[src/rtl/uart_rx_fifo.sv]
// 8N1 UART receiver (16x oversampled, 2-FF synced rx) feeding a FWFT byte FIFO; push ~2+9.5*16*DIV clk after start edge.
// No backpressure on the line: a byte arriving while the FIFO is full (and not being popped) is dropped and flagged as overrun.
`timescale 1ns/1ps
module uart_rx_fifo #(
    parameter int CLK_FREQ   = 50_000_000,
    parameter int BAUD       = 115200,
    parameter int FIFO_DEPTH = 16
) (
    input  logic                          clk,
    input  logic                          reset,
    input  logic                          rx,
    input  logic                          rd_en,
    input  logic                          clr_err,
    output logic [7:0]                    rd_data,
    output logic                          rx_valid,
    output logic [$clog2(FIFO_DEPTH):0]   fifo_count,
    output logic                          overrun,
    output logic                          framing_err,
    output logic                          busy
);
    localparam int DIV_RAW = CLK_FREQ / (BAUD * 16);
    localparam int DIV     = (DIV_RAW < 1) ? 1 : DIV_RAW;
    localparam int DW      = (DIV > 1) ? $clog2(DIV) : 1;
    localparam int PW      = $clog2(FIFO_DEPTH);
    localparam int CW      = PW + 1;

    typedef enum logic [2:0] {S_IDLE, S_START, S_DATA, S_STOP, S_BRK} state_t;

    state_t          state;
    logic [1:0]      sync_q;
    logic            rx_s;
    logic [DW-1:0]   div_cnt;
    logic            tick;
    logic [3:0]      tick_cnt;
    logic [2:0]      bit_idx;
    logic [7:0]      shift;
    logic            stop_smp;
    logic            push_vld;
    logic            ferr_set;

    logic [7:0]      mem [FIFO_DEPTH];
    logic [PW-1:0]   wr_ptr;
    logic [PW-1:0]   rd_ptr;
    logic [CW-1:0]   cnt;
    logic            full;
    logic            do_pop;
    logic            do_push;
    logic            ovr_set;

    // Preset to idle-high so reset release never looks like a start edge.
    always_ff @(posedge clk or posedge reset) begin
        if (reset) sync_q <= 2'b11;
        else       sync_q <= {sync_q[0], rx};
    end
    assign rx_s = sync_q[1];

    assign tick = (state != S_IDLE) && (div_cnt == DW'(DIV - 1));

    always_ff @(posedge clk or posedge reset) begin
        if (reset)                         div_cnt <= '0;
        else if (state == S_IDLE || tick)  div_cnt <= '0;
        else                               div_cnt <= div_cnt + DW'(1);
    end

    assign stop_smp = (state == S_STOP) && tick && (tick_cnt == 4'd15);
    assign push_vld = stop_smp && rx_s;
    assign ferr_set = stop_smp && !rx_s;

    always_ff @(posedge clk or posedge reset) begin
        if (reset) begin
            state    <= S_IDLE;
            busy     <= 1'b0;
            tick_cnt <= '0;
            bit_idx  <= '0;
            shift    <= '0;
        end else begin
            case (state)
                S_IDLE: if (!rx_s) begin
                    state    <= S_START;
                    busy     <= 1'b1;
                    tick_cnt <= '0;
                end
                S_START: if (tick) begin
                    if (tick_cnt == 4'd7) begin
                        tick_cnt <= '0;
                        bit_idx  <= '0;
                        if (rx_s) begin
                            state <= S_IDLE;
                            busy  <= 1'b0;
                        end else begin
                            state <= S_DATA;
                        end
                    end else begin
                        tick_cnt <= tick_cnt + 4'd1;
                    end
                end
                S_DATA: if (tick) begin
                    if (tick_cnt == 4'd15) begin
                        tick_cnt       <= '0;
                        shift[bit_idx] <= rx_s;
                        if (bit_idx == 3'd7) state <= S_STOP;
                        else                 bit_idx <= bit_idx + 3'd1;
                    end else begin
                        tick_cnt <= tick_cnt + 4'd1;
                    end
                end
                S_STOP: if (tick) begin
                    if (tick_cnt == 4'd15) begin
                        tick_cnt <= '0;
                        if (rx_s) begin
                            state <= S_IDLE;
                            busy  <= 1'b0;
                        end else begin
                            state <= S_BRK;
                        end
                    end else begin
                        tick_cnt <= tick_cnt + 4'd1;
                    end
                end
                // Stay here while the line is held low so a break cannot retrigger a frame.
                S_BRK: if (rx_s) begin
                    state <= S_IDLE;
                    busy  <= 1'b0;
                end
                default: begin
                    state <= S_IDLE;
                    busy  <= 1'b0;
                end
            endcase
        end
    end

    assign full    = (cnt == CW'(FIFO_DEPTH));
    assign do_pop  = rd_en && (cnt != '0);
    assign do_push = push_vld && (!full || do_pop);
    assign ovr_set = push_vld && full && !do_pop;

    always_ff @(posedge clk) begin
        if (do_push) mem[wr_ptr] <= shift;
    end

    always_ff @(posedge clk or posedge reset) begin
        if (reset) begin
            wr_ptr <= '0;
            rd_ptr <= '0;
            cnt    <= '0;
        end else begin
            if (do_push) wr_ptr <= wr_ptr + PW'(1);
            if (do_pop)  rd_ptr <= rd_ptr + PW'(1);
            case ({do_push, do_pop})
                2'b10:   cnt <= cnt + CW'(1);
                2'b01:   cnt <= cnt - CW'(1);
                default: cnt <= cnt;
            endcase
        end
    end

    // Set has priority over clear when both land in the same cycle.
    always_ff @(posedge clk or posedge reset) begin
        if (reset) begin
            overrun     <= 1'b0;
            framing_err <= 1'b0;
        end else begin
            if (ovr_set)      overrun <= 1'b1;
            else if (clr_err) overrun <= 1'b0;
            if (ferr_set)     framing_err <= 1'b1;
            else if (clr_err) framing_err <= 1'b0;
        end
    end

    assign rx_valid   = (cnt != '0);
    assign fifo_count = cnt;
    assign rd_data    = rx_valid ? mem[rd_ptr] : 8'h00;

endmodule

[config.mk]
export PLATFORM = sky130hd
export DESIGN_NAME = uart_rx_fifo
export DESIGN_NICKNAME = d
export VERILOG_FILES = /design/src/rtl/uart_rx_fifo.sv
export SDC_FILE = /design/constraint.sdc
export NUM_CORES = 1
export LEC_CHECK = 0
export ABC_AREA = 1
export ABC_CLOCK_PERIOD_IN_PS = 2050
export CAP_MARGIN = 20
export CORE_MARGIN = 5
export CORE_UTILIZATION = 38
export DETAILED_ROUTE_END_ITERATION = 12
export GPL_ROUTABILITY_DRIVEN = 1
export PLACE_DENSITY = 0.64
export SLEW_MARGIN = 40
export SYNTH_ARGS = -nofsm -noshare
export SYNTH_HDL_FRONTEND = slang
export SYNTH_SLANG_ARGS = --single-unit
[constraint.sdc]
create_clock -name clk -period 2.05 [get_ports clk]
set_input_delay 0.205 -clock clk [delete_from_list [all_inputs] [get_ports clk]]
set_output_delay 0.205 -clock clk [all_outputs]
set_load 0.03 [all_outputs]
==> flow_summary.ini <==
[run_status]
outcome = finished, violations left
violations = setup timing

[layout]
diodes = 0
design_area_um2 = 9840
drive_gt1_share_pct = 31.4
fin_nets = 746
area_growth_pct = 35.6
final_core_util_pct = 52.4

[floorplanning]
io_pins = 22
rows = 50
start_util_pct = 38.6
dieArea_um2 = 21900
die_w_um = 148
die_y_um = 148
core_area_um2 = 18800

[routing]
drc = 0
routedWlPerCell_um = 18.6
dr.pass1.iters = 5
via_per_inst = 5.38
detail-route-antenna-nets = 0
dr.first_iter.drc_count = 392
totalWireLength_mm = 18.2
vias = 5252

[yosys]
ys_ff_latch = 169
syn_inst = 637
syn_nets = 654
yosys-top-cells-count = edfxtp_1, nor2_1, o21ai_0
netlist_area_um2 = 7250
synth_top_area_cell = edfxtp_1
yosysMostFrequentCell = edfxtp_1
postSynthAreaPerCell_um2 = 11.4
ys_types = 36
async_flop_share_pct = 24.3
synth_flop_cell = edfxtp_1
yosys-top-cells-area = edfxtp_1, dfrtp_1, o21ai_0
yosys_warnings = 0
synthDominantCellAreaShare_pct = 53.0
ys_seq_area_share_pct = 67.2
synth_edf_count = 128

[worst_hold_path]
min_from = rx
hold-path-endpoint = sync_q[0]$_DFF_PP1_
whs_path_depth = 1
hp-class = in -> reg

[clock_network]
cts.sinks = 169
clk_pin_slew_ps = 70
clk_latency_ps = 430
cts_buffers = 17
cts_tree = built
clockBufferDepth = 2
htreeDepth = 4
cts-root-buf = clkbuf_16

[timing]
fin_worst_hold_slack_ps = 175
worstMarginPinSlew_ps = 734
slew_headroom_pct = 51.1
hold_viol = 0
tns_ps = -1710
setup_viol = 18
final_max_slew_viol_count = 0
rsz0062_at_grt = true
fin_crit_sh_pct = 111
finClkSkew_ps = 12.2
finalWorstSetupSlack_ps = -218
fmax_ghz = 0.441
fin_crit_ps = 2270

[placement]
portBuffers = 21
place_congestion = 0.869
dpl_cell_area_um2 = 8260
dp_hpwl_mm = 11.1

[setup_path]
cp_slowest_cell = dfrtp_2
cp-end-kind = primary output
reg2regPathDepth = 16
cp.arrival_ps = 2060
r2r-start = div_cnt[0]$_DFF_PP0_
slowest_delay_ps = 430
cp-start-kind = register
reg2reg_slack_ps = -90
cp_data_required_time_ps = 1850
crit_chain = buf_6 -> buf_12 -> buf_8 -> o21ai_2 -> o221ai_2 -> nand3_1 -> a21oi_1 -> buf_4
crit_fanout = 6
worstSetupPathType = reg -> out
rr_endpoint = fifo_count[4]$_DFFE_PP0P_

[global_route]
grt_pass1_vias = 5198
grt_use_total_pct = 16.6
grt_pass1_wl_mm = 28.1
globalRoute.totalOverflow = 0
grt_max_degree = 42
antenna_found_initial = 0

[pwr]
p_per_area_nw_per_um2 = 1290
finalPower_mw = 12.6
leakage_nw = 3.97
vdd_drop_max_mv = 0.744

[flow_run]
max_cap_violations = 0
==> power breakdown <==
group          switching (mW)  leakage, nW  internal, mW
Clock                    1.42        0.282          1.72
Sequential              0.130         1.99          3.75
Combinational            3.25         1.70          2.38
Total                    4.80         3.97          7.84
==> how the worst max path moves through the flow <==
stage / from / to / cells past startpoint
4_1_cts: rd_ptr[0]$_DFFE_PP0P_ / rd_data[6] / 10
3_5_place_dp: div_cnt[0]$_DFF_PP0_ / mem[5][1]$_DFFE_PP_ / 9
3_3_place_gp: div_cnt[0]$_DFF_PP0_ / fifo_count[4]$_DFFE_PP0P_ / 18
2_1_floorplan: fifo_count[3]$_DFFE_PP0P_ / fifo_count[4]$_DFFE_PP0P_ / 17
6_report: rd_ptr[0]$_DFFE_PP0P_ / rd_data[7] / 8
5_1_grt: rd_ptr[0]$_DFFE_PP0P_ / rd_data[7] / 8
==> routing by layer <==
metal	track usage, %	vias up	share of wire (%)
met1	21.6	2560	41
met4	5.03	0	2.4
met5	0	-	0
li1	-	2458	-
met2	28.0	192	49
met3	3.90	42	6.8
==> layout make-up <==
type | instances | area (µm²)
well taps | 234 | 293
inverters | 55 | 230
flip-flops and latches | 169 | 4880
clock buffers | 17 | 425
fillers | 1542 | 8930
repair buffers | 97 | 1190
clock inverters | 15 | 151
multi-input cells | 389 | 2670
==> layout by cell type (no fill, tap or decap), types with 4 or more instances in the layout <==
cell	instances
edfxtp_1	128
nor2_1	87
o21ai_0	59
inv_1	43
nand2_1	38
buf_4	38
dfrtp_1	35
nand3_1	26
nor2_4	22
buf_12	20
o21ai_1	19
buf_6	19
clkbuf_16	18
o221ai_1	12
o221ai_2	12
clkdlybuf4s50_1	12
nand2_2	10
a21oi_1	10
o21ai_2	8
xor2_1	8
ha_1	8
inv_2	7
a21oi_2	7
nand3_2	7
nand4_1	6
o22ai_1	6
inv_6	6
nand3_4	5
nand2_4	5
nand2_8	5
o22ai_2	4
inv_8	4
buf_16	4
dfrtp_2	4
==> state kept, by name, summed over array words and instances (netlist names) <==
name         flops
fifo_count       5
wr_ptr           4
shift            8
state            3
div_cnt          5
framing_err      1
tick_cnt         4
busy             1
bit_idx          3
overrun          1
sync_q           2
rd_ptr           4
mem            128
==> stage by stage <==
step	instances	worst slack (ps)
after global placement	911	-104
after detailed placement	911	-133
final	976	-218
after CTS	967	-198
after global routing	976	-335
after floorplan	637	-276
==> timing repair <==
| action | in CTS | in global routing |
|---|---|---|
| hold buffers | 0 | 0 |
| cloned | 5 | 1 |
| buffers inserted | 19 | 11 |
| pin swaps | 54 | 53 |
| endpoints found under the setup margin | 139 | 147 |
| resized for setup | 91 | 71 |
| hold endpoints to repair | 0 | 0 |
==> kinds of logic (layout without fill, tap and decap cells) <==
kind of cell	count (synthesis)	after routing	synth area share (%)
flops	169	169	67.2
buf+inv	79	184	4.24
fa+ha+maj	12	12	2.07
xor+xnor	10	10	1.31
compound gates	142	142	11.4
simple gates	222	222	13.4
mux	3	3	0.414
==> critical path, delay by kind of cell, from the launching register on <==
family / cells / cell delay [ps]
flip-flops: 1 / 430
AO/OA/AOI/OAI: 3 / 460
buffers and inverters: 4 / 590
AND/OR/NAND/NOR: 1 / 140
Note: power is estimated with default switching activity, not from simulation.
